<file path="src/rtl/axi_burst_writer.sv">
// AXI4 write-burst master: one command in, one INCR burst out on AW/W/B, completion pulse back.
// Beat data is a 32-bit incrementing pattern seeded by the command. Bursts crossing 4 KB are refused.
module axi_burst_writer #(
    parameter int C_M_AXI_DATA_WIDTH = 32
) (
    input  logic                              ACLK,
    input  logic                              ARESET,
    input  logic                              START,
    input  logic [31:0]                       START_ADDR,
    input  logic [7:0]                        START_LEN,
    input  logic [31:0]                       START_SEED,
    output logic                              BUSY,
    output logic                              DONE,
    output logic [1:0]                        RESP_OUT,
    output logic                              ERROR,
    output logic                              M_AXI_AWID,
    output logic [31:0]                       M_AXI_AWADDR,
    output logic [7:0]                        M_AXI_AWLEN,
    output logic [2:0]                        M_AXI_AWSIZE,
    output logic [1:0]                        M_AXI_AWBURST,
    output logic [1:0]                        M_AXI_AWLOCK,
    output logic [3:0]                        M_AXI_AWCACHE,
    output logic [2:0]                        M_AXI_AWPROT,
    output logic [3:0]                        M_AXI_AWQOS,
    output logic                              M_AXI_AWUSER,
    output logic                              M_AXI_AWVALID,
    input  logic                              M_AXI_AWREADY,
    output logic [C_M_AXI_DATA_WIDTH-1:0]     M_AXI_WDATA,
    output logic [C_M_AXI_DATA_WIDTH/8-1:0]   M_AXI_WSTRB,
    output logic                              M_AXI_WLAST,
    output logic                              M_AXI_WUSER,
    output logic                              M_AXI_WVALID,
    input  logic                              M_AXI_WREADY,
    input  logic                              M_AXI_BID,
    input  logic [1:0]                        M_AXI_BRESP,
    input  logic                              M_AXI_BUSER,
    input  logic                              M_AXI_BVALID,
    output logic                              M_AXI_BREADY
);

    localparam int          BYTES      = C_M_AXI_DATA_WIDTH / 8;
    localparam int          LSB        = $clog2(BYTES);
    localparam logic [31:0] ALIGN_MASK = ~((32'd1 << LSB) - 32'd1);

    typedef enum logic [2:0] {S_IDLE, S_ADDR, S_DATA, S_RESP, S_FIN, S_REJECT} state_t;

    state_t      state_reg, state_next;
    logic        awvalid_reg, awvalid_next;
    logic [31:0] awaddr_reg, awaddr_next;
    logic [7:0]  awlen_reg, awlen_next;
    logic        wvalid_reg, wvalid_next;
    logic [31:0] wdata_reg, wdata_next;
    logic        wlast_reg, wlast_next;
    logic [7:0]  beat_reg, beat_next;
    logic        bready_reg, bready_next;
    logic        busy_reg, busy_next;
    logic        done_reg, done_next;
    logic [1:0]  resp_reg, resp_next;
    logic        error_reg, error_next;

    logic [31:0] aligned_addr;
    logic [13:0] span;
    logic [13:0] end_off;
    logic        crosses_4k;
    logic        unused_inputs;

    assign unused_inputs = &{1'b0, M_AXI_BID, M_AXI_BUSER};

    // Burst end offset within its 4 KB page; landing exactly on 4096 is still legal.
    assign aligned_addr = START_ADDR & ALIGN_MASK;
    assign span         = ({6'd0, START_LEN} + 14'd1) << LSB;
    assign end_off      = {2'b00, aligned_addr[11:0]} + span;
    assign crosses_4k   = end_off > 14'd4096;

    always_comb begin
        state_next   = state_reg;
        awvalid_next = awvalid_reg;
        awaddr_next  = awaddr_reg;
        awlen_next   = awlen_reg;
        wvalid_next  = wvalid_reg;
        wdata_next   = wdata_reg;
        wlast_next   = wlast_reg;
        beat_next    = beat_reg;
        bready_next  = bready_reg;
        busy_next    = busy_reg;
        done_next    = 1'b0;
        resp_next    = resp_reg;
        error_next   = error_reg;
        case (state_reg)
            S_ADDR: begin
                if (M_AXI_AWREADY) begin
                    awvalid_next = 1'b0;
                    wvalid_next  = 1'b1;
                    beat_next    = 8'd0;
                    wlast_next   = (awlen_reg == 8'd0);
                    state_next   = S_DATA;
                end
            end
            S_DATA: begin
                if (M_AXI_WREADY) begin
                    if (wlast_reg) begin
                        wvalid_next = 1'b0;
                        wlast_next  = 1'b0;
                        bready_next = 1'b1;
                        state_next  = S_RESP;
                    end else begin
                        beat_next  = beat_reg + 8'd1;
                        wdata_next = wdata_reg + 32'd1;
                        wlast_next = ((beat_reg + 8'd1) == awlen_reg);
                    end
                end
            end
            S_RESP: begin
                if (M_AXI_BVALID) begin
                    bready_next = 1'b0;
                    busy_next   = 1'b0;
                    done_next   = 1'b1;
                    resp_next   = M_AXI_BRESP;
                    if (M_AXI_BRESP != 2'b00)
                        error_next = 1'b1;
                    state_next  = S_FIN;
                end
            end
            default: begin
                // IDLE, FIN and REJECT all accept a new command in the same cycle.
                state_next = S_IDLE;
                if (START) begin
                    awaddr_next = aligned_addr;
                    awlen_next  = START_LEN;
                    wdata_next  = START_SEED;
                    if (crosses_4k) begin
                        done_next  = 1'b1;
                        resp_next  = 2'b10;
                        error_next = 1'b1;
                        state_next = S_REJECT;
                    end else begin
                        awvalid_next = 1'b1;
                        busy_next    = 1'b1;
                        state_next   = S_ADDR;
                    end
                end
            end
        endcase
    end

    always_ff @(posedge ACLK) begin
        if (ARESET) begin
            state_reg   <= S_IDLE;
            awvalid_reg <= 1'b0;
            awaddr_reg  <= 32'd0;
            awlen_reg   <= 8'd0;
            wvalid_reg  <= 1'b0;
            wdata_reg   <= 32'd0;
            wlast_reg   <= 1'b0;
            beat_reg    <= 8'd0;
            bready_reg  <= 1'b0;
            busy_reg    <= 1'b0;
            done_reg    <= 1'b0;
            resp_reg    <= 2'b00;
            error_reg   <= 1'b0;
        end else begin
            state_reg   <= state_next;
            awvalid_reg <= awvalid_next;
            awaddr_reg  <= awaddr_next;
            awlen_reg   <= awlen_next;
            wvalid_reg  <= wvalid_next;
            wdata_reg   <= wdata_next;
            wlast_reg   <= wlast_next;
            beat_reg    <= beat_next;
            bready_reg  <= bready_next;
            busy_reg    <= busy_next;
            done_reg    <= done_next;
            resp_reg    <= resp_next;
            error_reg   <= error_next;
        end
    end

    // Pattern occupies the low 32 bits; wider buses get zero upper words.
    generate
        for (genvar gi = 0; gi < C_M_AXI_DATA_WIDTH / 32; gi++) begin : g_wdata
            if (gi == 0) begin : g_low
                assign M_AXI_WDATA[31:0] = wdata_reg;
            end else begin : g_high
                assign M_AXI_WDATA[gi*32 +: 32] = 32'd0;
            end
        end
    endgenerate

    assign M_AXI_AWID    = 1'b0;
    assign M_AXI_AWADDR  = awaddr_reg;
    assign M_AXI_AWLEN   = awlen_reg;
    assign M_AXI_AWSIZE  = 3'(LSB);
    assign M_AXI_AWBURST = 2'b01;
    assign M_AXI_AWLOCK  = 2'b00;
    assign M_AXI_AWCACHE = 4'b0011;
    assign M_AXI_AWPROT  = 3'b000;
    assign M_AXI_AWQOS   = 4'b0000;
    assign M_AXI_AWUSER  = 1'b0;
    assign M_AXI_AWVALID = awvalid_reg;
    assign M_AXI_WSTRB   = '1;
    assign M_AXI_WLAST   = wlast_reg;
    assign M_AXI_WUSER   = 1'b0;
    assign M_AXI_WVALID  = wvalid_reg;
    assign M_AXI_BREADY  = bready_reg;
    assign BUSY          = busy_reg;
    assign DONE          = done_reg;
    assign RESP_OUT      = resp_reg;
    assign ERROR         = error_reg;

endmodule

</file>
<file path="config.mk">
export PLATFORM = sky130hd
export DESIGN_NAME = axi_burst_writer
export DESIGN_NICKNAME = d
export VERILOG_FILES = /design/src/rtl/axi_burst_writer.sv
export SDC_FILE = /design/constraint.sdc
export NUM_CORES = 1
export LEC_CHECK = 0
export ABC_AREA = 0
export CORE_MARGIN = 2
export CORE_UTILIZATION = 69
export DETAILED_ROUTE_END_ITERATION = 12
export DONT_BUFFER_PORTS = 1
export PLACE_DENSITY = 0.95
export SYNTH_ARGS = -nofsm -noshare
export SYNTH_HDL_FRONTEND = slang
export SYNTH_SLANG_ARGS = --single-unit
</file>
<file path="constraint.sdc">
create_clock -name ACLK -period 4.2 [get_ports ACLK]
set_clock_uncertainty 0.15 [all_clocks]
set_input_delay 0.84 -clock ACLK [delete_from_list [all_inputs] [get_ports ACLK]]
set_output_delay 0.84 -clock ACLK [all_outputs]
set_load 0.01 [all_outputs]
</file>
==> impl_metrics.tcl <==
set metrics [dict create \
    antenna_found_initial 0 \
    post-route-min-period_ns 3.07 \
    drt_wl_total_um 13400 \
    gp_congestion 0.912 \
    hpwl_um 9300 \
    crit_fanout 8 \
    comb_power_share 0.198 \
    syn_area_um2 5160 \
    dr_total_vias 4944 \
    p_sw_frac 0.345 \
    cp.arrival_ns 3.15 \
    end_kind "flop" \
    ys_types 61 \
    cts_sinks 90 \
    grt_pass1_wl_um 21600 \
    max_freq_mhz 326 \
    seqPwrFrac 0.509 \
    via_per_inst 6.49 \
    p_clk_frac 0.293 \
    largest_reg_flops 32 \
    post_cts_buffers 0 \
    grt_max_degree 92 \
    rsz0062_at_grt "false" \
    worst_pin_slew_ns 0.952 \
    setup_tns_ns 0 \
    rows 31 \
    die_w_um 90.5 \
    dp_slack_ns 0.785 \
    worstPathRequired_ns 4.28 \
    yosysWarnings 0 \
    drt-pass1-iter-count 7 \
    hp-class "flop to flop" \
    slew_headroom 0.364 \
    ir_drop_mv 0.322 \
    grt_pass1_vias 4687 \
    syn_inst 688 \
    cp-start-kind "input pin" \
    core_um2 7250 \
    cts_buffer_depth 2 \
    die-height_um 90.5 \
    finalMaxSlewViolations 0 \
    ctsHoldBuffers 0 \
    drtAntennaViolNets 0 \
    avgSynthCellArea_um2 7.50 \
    synth-edff-count 0 \
    worst_slack_ns 1.13 \
    drv_cap 0 \
    path_class "input pin to flop" \
    final_nets 755 \
    cts_resized 0 \
    hold_viol 0 \
    diodes 0 \
    power_per_cell_area_nw_per_um2 409 \
    drcViolationCount 0 \
    internal_power_mw 1.40 \
    avgRoutedWirePerCell_um 17.6 \
    synth_flop_cell "dfxtp_1" \
    syn_to_final_growth_pct 1.43 \
    synth.yosys.seq_area_share 0.349 \
    synthArstFlopShare 0 \
    io_pins 188 \
    drt_iter0_drc 476 \
    insertion_delay_ns 0.38 \
    fin_crit_sh 0.731 \
    cts_tree "done" \
    initial_core_util 0.712 \
    h-tree-depth 3 \
    ys_ff_latch 90 \
    setup_viol 0 \
    cts_root_buf "clkbuf_8" \
    drive_gt1_frac 0.0468 \
    clkSlewWorstSetupHoldPaths_ns 0.09 \
    whs_path_depth 2 \
    grt-ovfl-total 0 \
    dieArea_um2 8190 \
    outcome "completed" \
    reg2reg_depth 5 \
    grtUsageTotal 0.317 \
    p_sw_mw 0.738 \
    p_leak_nw 1.92 \
    io_buffers 0 \
    cts_inserted_buffers 9 \
]
==> synthesized netlist by cell type, types with 12 or more instances <==
| cell type | count | area share |
|---|---|---|
| clkbuf_1 | 31 | 0.023 |
| a211oi_1 | 15 | 0.022 |
| xnor2_1 | 12 | 0.020 |
| buf_4 | 27 | 0.039 |
| nor4_1 | 12 | 0.015 |
| dfxtp_1 | 90 | 0.35 |
| inv_1 | 13 | 0.0095 |
| nand3_1 | 22 | 0.021 |
| nor2_1 | 46 | 0.033 |
| o21ai_0 | 43 | 0.042 |
| a21oi_1 | 88 | 0.085 |
| nand2_1 | 118 | 0.086 |
| ha_1 | 14 | 0.034 |
| nor3_1 | 14 | 0.014 |
==> power by group through the flow <==
stage / sequential, mW / clock (mW) / combinational [mW]
2_1_floorplan: 1.07 / 0 / 0.385
3_3_place_gp: 1.10 / 0 / 0.389
3_5_place_dp: 1.11 / 0 / 0.413
4_1_cts: 1.09 / 0.618 / 0.415
5_1_grt: 1.10 / 0.651 / 0.471
6_report: 1.09 / 0.626 / 0.424
==> per-layer routing <==
layer  global-route usage  part of all wire  wire length [µm]  up-vias
li1                     -                 -                 -     2322
met1                0.367              0.38              5130     2256
met2                0.524              0.47              6250      319
met3                0.100              0.12              1590       47
met4                0.167             0.034               463        0
met5                    0                 0                 0        -
==> per-stage QoR <==
| step | power [mW] | util | hold slack [ns] | instance area [µm²] | cells |
|---|---|---|---|---|---|
| 6_report | 2.14 | 0.722 | 0.354 | 5240 | 762 |
| 5_1_grt | 2.23 | 0.722 | 0.377 | 5240 | 762 |
| 4_1_cts | 2.12 | 0.722 | 0.351 | 5240 | 762 |
| 3_5_place_dp | 1.52 | 0.694 | 0.338 | 5030 | 746 |
| 3_3_place_gp | 1.49 | 0.694 | 0.326 | 5030 | 746 |
| 2_1_floorplan | 1.45 | - | 0.321 | 5260 | 713 |
==> worst max-delay path: stages <==
cell     delay [ns]
ha_1           0.16
nand3_1        0.12
nor2_1         0.18
xor2_1         0.09
ha_1           0.41
o211a_1        0.17
o21ai_0        0.10
a31oi_1        0.25
o21ba_2        0.20
o31ai_1        0.44
o21ai_0        0.18
==> cells in the final DEF (no fill, tap or decap), types with 4 or more instances in the layout <==
cell,n
inv_1,13
nor4_1,12
o22ai_1,6
nand2b_1,4
ha_1,14
a211oi_1,15
a311oi_1,4
o21ai_0,42
or2_2,4
and2_1,5
clkbuf_8,10
xor2_1,7
nand4_1,10
nand3_1,22
buf_4,5
conb_1,27
dfxtp_1,90
nand2_1,118
a31oi_1,7
nor2_1,45
and3_1,7
mux2i_1,5
a21o_1,11
o31ai_1,8
a21oi_1,88
or3_1,7
nor3_1,14
xnor2_1,12
==> cells by family after synthesis <==
| logic type | after synthesis | synth area share |
|---|---|---|
| AND/OR/NAND/NOR | 264 | 0.239 |
| AO/OA/AOI/OAI | 208 | 0.241 |
| flip-flops | 90 | 0.349 |
| buffers and inverters | 84 | 0.0868 |
| XOR/XNOR | 19 | 0.0322 |
| adder cells (fa/ha/maj) | 15 | 0.0378 |
| multiplexers | 6 | 0.0119 |
| other | 2 | 0.00146 |
==> worst paths after layout <==
path / from / to / slack (ns)
setup / recovery: START_LEN[0] / ERROR / 1.13
hold / removal: M_AXI_AWADDR[25] / M_AXI_AWADDR[25] / 0.35
setup reg to reg: state_reg[0] / beat_reg[7] / 1.40
hold reg to reg: M_AXI_AWADDR[25] / M_AXI_AWADDR[25] / 0.35
==> cell type report <==
cell class / instances / area, µm²
clock buffer: 11 / 141
clock inverter: 5 / 62.6
fill: 554 / 2020
inverter: 13 / 48.8
multi-input combinational: 539 / 3020
sequential: 90 / 1800
tap: 99 / 124
timing repair buffer: 5 / 37.5
Power figures use the tool's default switching activity.
